--- src/rtl/exe_muldiv.sv ---
// Iterative RV32M multiply/divide: radix-2 shift-add multiply, restoring divide, XLEN cycles per op.
// Latency XLEN+1 (1 for divide-by-zero/overflow); hold_o stalls pc/id while an op is computing.
module exe_muldiv #(
  parameter int XLEN       = 32,
  parameter int REG_ADDR_W = 5
) (
  input  logic                  clk,
  input  logic                  rst,
  input  logic                  start_i,
  input  logic [2:0]            op_i,
  input  logic [XLEN-1:0]       rs1_rdata_i,
  input  logic [XLEN-1:0]       rs2_rdata_i,
  input  logic [REG_ADDR_W-1:0] rd_waddr_i,
  input  logic                  flush_i,
  output logic                  hold_o,
  output logic                  busy_o,
  output logic                  rd_we_o,
  output logic [REG_ADDR_W-1:0] rd_waddr_o,
  output logic [XLEN-1:0]       rd_wdata_o
);

  localparam int CNT_W = $clog2(XLEN + 1);
  localparam logic [CNT_W-1:0] CNT_INIT = CNT_W'(XLEN);
  localparam logic [CNT_W-1:0] CNT_ONE  = CNT_W'(1);
  localparam logic [XLEN-1:0]  MIN_NEG  = {1'b1, {(XLEN-1){1'b0}}};

  typedef enum logic [1:0] {S_IDLE, S_CALC, S_DONE} state_t;

  state_t                r_state, w_state_nxt;
  logic [2:0]            r_op;
  logic [REG_ADDR_W-1:0] r_rd;
  logic [CNT_W-1:0]      r_cnt;
  logic [XLEN-1:0]       r_hi, r_lo, r_b;
  logic                  r_sa, r_sb;
  logic                  r_we;
  logic [REG_ADDR_W-1:0] r_waddr;
  logic [XLEN-1:0]       r_wdata;

  logic                  w_is_div, w_a_sgn, w_b_sgn, w_a_neg, w_b_neg;
  logic [XLEN-1:0]       w_a_mag, w_b_mag;
  logic                  w_div0, w_ovf, w_special, w_accept, w_last;
  logic [XLEN-1:0]       w_spec_res;

  assign w_is_div  = op_i[2];
  assign w_a_sgn   = (op_i == 3'd1) | (op_i == 3'd2) | (op_i == 3'd4) | (op_i == 3'd6);
  assign w_b_sgn   = (op_i == 3'd1) | (op_i == 3'd4) | (op_i == 3'd6);
  assign w_a_neg   = w_a_sgn & rs1_rdata_i[XLEN-1];
  assign w_b_neg   = w_b_sgn & rs2_rdata_i[XLEN-1];
  assign w_a_mag   = w_a_neg ? -rs1_rdata_i : rs1_rdata_i;
  assign w_b_mag   = w_b_neg ? -rs2_rdata_i : rs2_rdata_i;

  assign w_div0    = w_is_div & (rs2_rdata_i == '0);
  assign w_ovf     = w_is_div & ~op_i[0] & (rs1_rdata_i == MIN_NEG) & (rs2_rdata_i == '1);
  assign w_special = w_div0 | w_ovf;
  assign w_spec_res = w_div0 ? (op_i[1] ? rs1_rdata_i : '1)
                             : (op_i[1] ? '0 : rs1_rdata_i);

  assign w_accept  = (r_state == S_IDLE) & start_i & ~flush_i;
  assign w_last    = (r_state == S_CALC) & ~flush_i & (r_cnt == CNT_ONE);

  // r_lo holds the multiplier (shifted out) or dividend (shifted into quotient).
  logic [XLEN:0]   w_mul_sum, w_rem_sh;
  logic [XLEN-1:0] w_diff, w_hi_nxt, w_lo_nxt;
  logic            w_ge;

  assign w_mul_sum = {1'b0, r_hi} + (r_lo[0] ? {1'b0, r_b} : '0);
  assign w_rem_sh  = {r_hi, r_lo[XLEN-1]};
  assign w_ge      = w_rem_sh >= {1'b0, r_b};
  assign w_diff    = w_rem_sh[XLEN-1:0] - r_b;
  assign w_hi_nxt  = r_op[2] ? (w_ge ? w_diff : w_rem_sh[XLEN-1:0]) : w_mul_sum[XLEN:1];
  assign w_lo_nxt  = r_op[2] ? {r_lo[XLEN-2:0], w_ge} : {w_mul_sum[0], r_lo[XLEN-1:1]};

  logic [2*XLEN-1:0] w_prod, w_prod_s;
  logic [XLEN-1:0]   w_quo_s, w_rem_s, w_calc_res;

  assign w_prod   = {w_hi_nxt, w_lo_nxt};
  assign w_prod_s = (r_sa ^ r_sb) ? -w_prod : w_prod;
  assign w_quo_s  = (r_sa ^ r_sb) ? -w_lo_nxt : w_lo_nxt;
  assign w_rem_s  = r_sa ? -w_hi_nxt : w_hi_nxt;

  always_comb begin
    w_calc_res = '0;
    case (r_op)
      3'd0:                w_calc_res = w_prod_s[XLEN-1:0];
      3'd1, 3'd2, 3'd3:    w_calc_res = w_prod_s[2*XLEN-1:XLEN];
      3'd4, 3'd5:          w_calc_res = w_quo_s;
      default:             w_calc_res = w_rem_s;
    endcase
  end

  always_ff @(posedge clk) begin
    if (rst) r_state <= S_IDLE;
    else     r_state <= w_state_nxt;
  end

  always_comb begin
    w_state_nxt = r_state;
    case (r_state)
      S_IDLE:  if (w_accept) w_state_nxt = w_special ? S_DONE : S_CALC;
      S_CALC:  if (flush_i) w_state_nxt = S_IDLE;
               else if (r_cnt == CNT_ONE) w_state_nxt = S_DONE;
      S_DONE:  w_state_nxt = S_IDLE;
      default: w_state_nxt = S_IDLE;
    endcase
  end

  always_comb begin
    hold_o = ((r_state == S_IDLE) & start_i & ~flush_i & ~w_special) | (r_state == S_CALC);
    busy_o = (r_state != S_IDLE);
  end

  always_ff @(posedge clk) begin
    if (rst) begin
      r_op    <= '0;
      r_rd    <= '0;
      r_cnt   <= '0;
      r_hi    <= '0;
      r_lo    <= '0;
      r_b     <= '0;
      r_sa    <= 1'b0;
      r_sb    <= 1'b0;
      r_we    <= 1'b0;
      r_waddr <= '0;
      r_wdata <= '0;
    end else begin
      r_we <= 1'b0;
      if (w_accept) begin
        r_op  <= op_i;
        r_rd  <= rd_waddr_i;
        r_cnt <= CNT_INIT;
        r_hi  <= '0;
        r_lo  <= w_a_mag;
        r_b   <= w_b_mag;
        r_sa  <= w_a_neg;
        r_sb  <= w_b_neg;
        if (w_special) begin
          r_we    <= 1'b1;
          r_waddr <= rd_waddr_i;
          r_wdata <= w_spec_res;
        end
      end else if ((r_state == S_CALC) && !flush_i) begin
        r_hi  <= w_hi_nxt;
        r_lo  <= w_lo_nxt;
        r_cnt <= r_cnt - CNT_ONE;
        if (w_last) begin
          r_we    <= 1'b1;
          r_waddr <= r_rd;
          r_wdata <= w_calc_res;
        end
      end
    end
  end

  assign rd_we_o    = r_we;
  assign rd_waddr_o = r_waddr;
  assign rd_wdata_o = r_wdata;

endmodule

--- config.mk ---
export PLATFORM = sky130hd
export DESIGN_NAME = exe_muldiv
export DESIGN_NICKNAME = d
export VERILOG_FILES = /design/src/rtl/exe_muldiv.sv
export SDC_FILE = /design/constraint.sdc
export NUM_CORES = 1
export LEC_CHECK = 0
export ABC_AREA = 0
export CELL_PAD_IN_SITES_DETAIL_PLACEMENT = 1
export CELL_PAD_IN_SITES_GLOBAL_PLACEMENT = 1
export CORE_MARGIN = 4
export CORE_UTILIZATION = 30
export CTS_CLUSTER_DIAMETER = 120
export CTS_CLUSTER_SIZE = 28
export DETAILED_ROUTE_END_ITERATION = 8
export GPL_TIMING_DRIVEN = 0
export PLACE_DENSITY = 0.59
export SKIP_CTS_REPAIR_TIMING = 1
export SLEW_MARGIN = 25
export SYNTH_ARGS = -nofsm -noshare
export SYNTH_HDL_FRONTEND = slang
export SYNTH_SLANG_ARGS = --single-unit
--- constraint.sdc ---
create_clock -name clk -period 5.7 [get_ports clk]
set_input_delay 1.71 -clock clk [delete_from_list [all_inputs] [get_ports clk]]
set_output_delay 1.71 -clock clk [all_outputs]
set_load 0.005 [all_outputs]
==> results.md <==
- Leak: between 6 and 7 nW
- Slew of the pin with the lowest slew margin: approximately 1.1 ns
- Post-Syn Nets: ~2400
- Detailed Route WL: approximately 90 mm
- Final GP Congestion: approximately 1
- Max_cap viols: 0
- Setup ws final: -0.314 ns
- Via count of the first global-routing pass: roughly 18000
- CTS buffer count: 17
- GRT overflow: 0
- P&R area growth vs syn: 21.6%
- Yosys warns: 0
- WS Path Type: in2out
- Status: finished, violations left
- Port bufs: ~110
- Asr flop ratio synth: 0%
- Fillers: around 6500
- Pre-CTS WS: -3.05 ns
- Design Area, Final: 19300 um2
- Die Y: between 200 and 250 um
- # rows: 83
- EDFF count, synth: 0
- Routed Antenna Nets: 0
- Clk slew on worst S/H paths: ~0.070 ns
- Dpl cell area: 17900 um2
- Clock Sinks: 152
- Final hold viol count: 0
- CP startpoint kind: input pin
- Area fraction of the dominant cell type after synthesis: 19.2%
- First-pass GRT wire length: around 130 mm
- CP max-delay cell: or4_4
- Via/cell ratio: 6.11
- Area leader, netlist: dfxtp_1
- Drt first pass iters: 8
- Crit path largest cell delay: approximately 0.46 ns
- Critical path arrival: 4.30 ns
- Drt drc: 0
- # IOs: around 120
- PD cells: just under 200 nW/um2
- Final Setup Violations: 2
- RSZ-0062 raised after global routing: true
- Worst-Skew Late Latency: roughly 0.51 ns
- Die ar.: ~57000 um2
- Primary FF master, synth: dfxtp_1
- Layout cell share with drive strength beyond 1: about a tenth
- Worst Hold Launch: rd_wdata_o[4]$_SDFFE_PP0P_
- WP data required: between 3 and 4 ns
- Netlist cell types: 94
- VDD IR max: around 240 uV
- H-Tree Depth: 4
- Post-DP HPWL: 73.6 mm
- DRT iter0 DRCs: approximately 1800
- Mapped cell area: approximately 16000 um2
- Core area: about 52000 um2
- Fmax: around 170 MHz
- Min-delay worst type: reg2reg
- Clock Tree Root: clkbuf_16
- Initial antenna violation count: 4
- Violated checks: negative setup slack
- Crit path time final: ~6.0 ns
- Worst r2r src: r_b[24]$_SDFFE_PP0P_
- Final core occ: 37.2%
- Pin count of the biggest net entering global routing: 17
- All-Layer GR Usage: between 30% and 40%
- Worst-path cell chain: buf_2, or3_4, or4_4, or2_4, or4_4, nor2_4, a41o_4, or2_4, o21ai_0, clkbuf_2
- Setup crit end kind: output port
- Peak fanout along the critical path: 6
- Worst setup path start: rs1_rdata_i[21]
- Synth Area per Inst: 6.95 um2
- Final period util: 106%
- Die W: between 200 and 250 um
- Final setup skew: 0.0172 ns
- Post-Synthesis Cells: about 2300
- Sequential share of the synthesized area: a little under a fifth
- Slew Viols, Final: 0
- CTS tree: done
- Max clock buf depth: 2
- Antenna Cells: 0
- Relative slew slack: ~28%
- Initial Util: 30.6%
- Area contributors post-synth: dfxtp_1, a21oi_1, nor2_1
- Nets: 2579
- Total number of vias: roughly 19000
- Fin Setup TNS: -0.399 ns
- Seq cells post-synth: around 150
- DR WL/cell: ~29 um
==> Yosys cell counts, types with 7 or more instances <==
cell type / n
a211oi_1: 95
a21o_1: 22
a21oi_1: 222
a221oi_1: 11
a311oi_1: 10
a31oi_1: 37
and2_1: 50
and3_1: 12
buf_1: 15
buf_2: 23
clkbuf_1: 114
dfxtp_1: 152
ha_1: 71
inv_1: 63
mux2_2: 12
mux2i_1: 43
nand2_1: 242
nand2b_1: 10
nand3_1: 45
nand4_1: 38
nor2_1: 274
nor2b_1: 13
nor3_1: 72
nor3b_1: 8
nor4_1: 25
o211ai_1: 26
o21a_1: 12
o21ai_0: 145
o21ai_1: 7
o21bai_1: 8
o221ai_1: 14
o22ai_1: 13
o31ai_1: 26
o41ai_1: 11
or2_2: 10
or3_1: 22
or4_1: 16
xnor2_1: 109
xor2_1: 67
==> cell usage in the layout, fill, tap and decap left out, drive strengths merged, types with 37 or more instances in the layout <==
master / n
nor2: 275
nand2: 242
a21oi: 226
o21ai: 152
dfxtp: 152
clkbuf: 134
xnor2: 109
clkdlybuf4s50: 100
a211oi: 96
nor3: 72
ha: 71
inv: 68
xor2: 67
buf: 65
and2: 52
nand3: 45
mux2i: 44
nand4: 39
a31oi: 37
==> per-stage QoR <==
step	total power, mW	hold WS [ns]	instances
6_report	3.83	0.459	3123
5_1_grt	3.98	0.484	3123
4_1_cts	3.73	0.460	3107
3_5_place_dp	2.50	0.450	3075
3_3_place_gp	2.48	0.446	3073
2_1_floorplan	1.94	0.440	2281
==> logic make-up (layout without fill, tap and decap cells) <==
family | after synthesis | count (layout) | synth area share [%]
xor+xnor | 176 | 176 | 9.72
buf+inv | 220 | 382 | 5.56
compound gates | 730 | 730 | 29.7
flops | 152 | 152 | 19.2
mux | 56 | 56 | 3.65
fa+ha+maj | 73 | 73 | 5.86
simple gates | 874 | 874 | 26.3
==> worst max-delay path, delay by kind of cell <==
family	cells	cell delay (ns)
compound gates	2	0.40
buf+inv	2	0.29
simple gates	6	1.88
==> flip-flops by register name, summed over array words and instances (netlist names) <==
signal      count
rd_we_o         1
rd_waddr_o      5
r_rd            5
r_op            3
r_state         2
r_lo           32
r_b            32
r_sa            1
r_cnt           6
r_hi           32
r_sb            1
rd_wdata_o     32
==> path summary, 6_finish.rpt <==
| check | end | slack [ns] | cells past startpoint |
|---|---|---|---|
| worst min register to register | rd_wdata_o[4]$_SDFFE_PP0P_ | 0.46 | 2 |
| worst max register to register | rd_wdata_o[16]$_SDFFE_PP0P_ | -0.09 | 26 |
| worst max-delay path | hold_o | -0.31 | 10 |
| worst min-delay path | rd_wdata_o[4]$_SDFFE_PP0P_ | 0.46 | 2 |
==> power by group <==
group / switching (mW) / leakage (nW) / internal [mW]
clock network: 0.553 / 0.288 / 0.672
registers: 0.0678 / 1.25 / 1.11
logic: 0.961 / 5.36 / 0.469
==> metal layers <==
| layer | routed length, um | part of all wire (%) | vias up | track usage [%] |
|---|---|---|---|---|
| met1 | 43100 | 48 | 9642 | 46.0 |
| met2 | 38700 | 43 | 683 | 46.1 |
| met5 | 149 | 0.17 | - | 0 |
| met4 | 2540 | 2.8 | 2 | 9.01 |
| met3 | 5530 | 6.1 | 113 | 3.43 |
| li1 | - | - | 8644 | - |
==> final cells by class <==
class	count	area [um2]	area share, %
plain buffers	154	706	3.66
clock buffers	20	457	2.37
clock inverters	12	138	0.714
inverters	63	236	1.23
multi-input cells	1909	12500	64.9
flip-flops and latches	152	3090	16.0
well taps	680	851	4.42
repair buffers	133	1280	6.65
(Power assumes the default switching activity.)
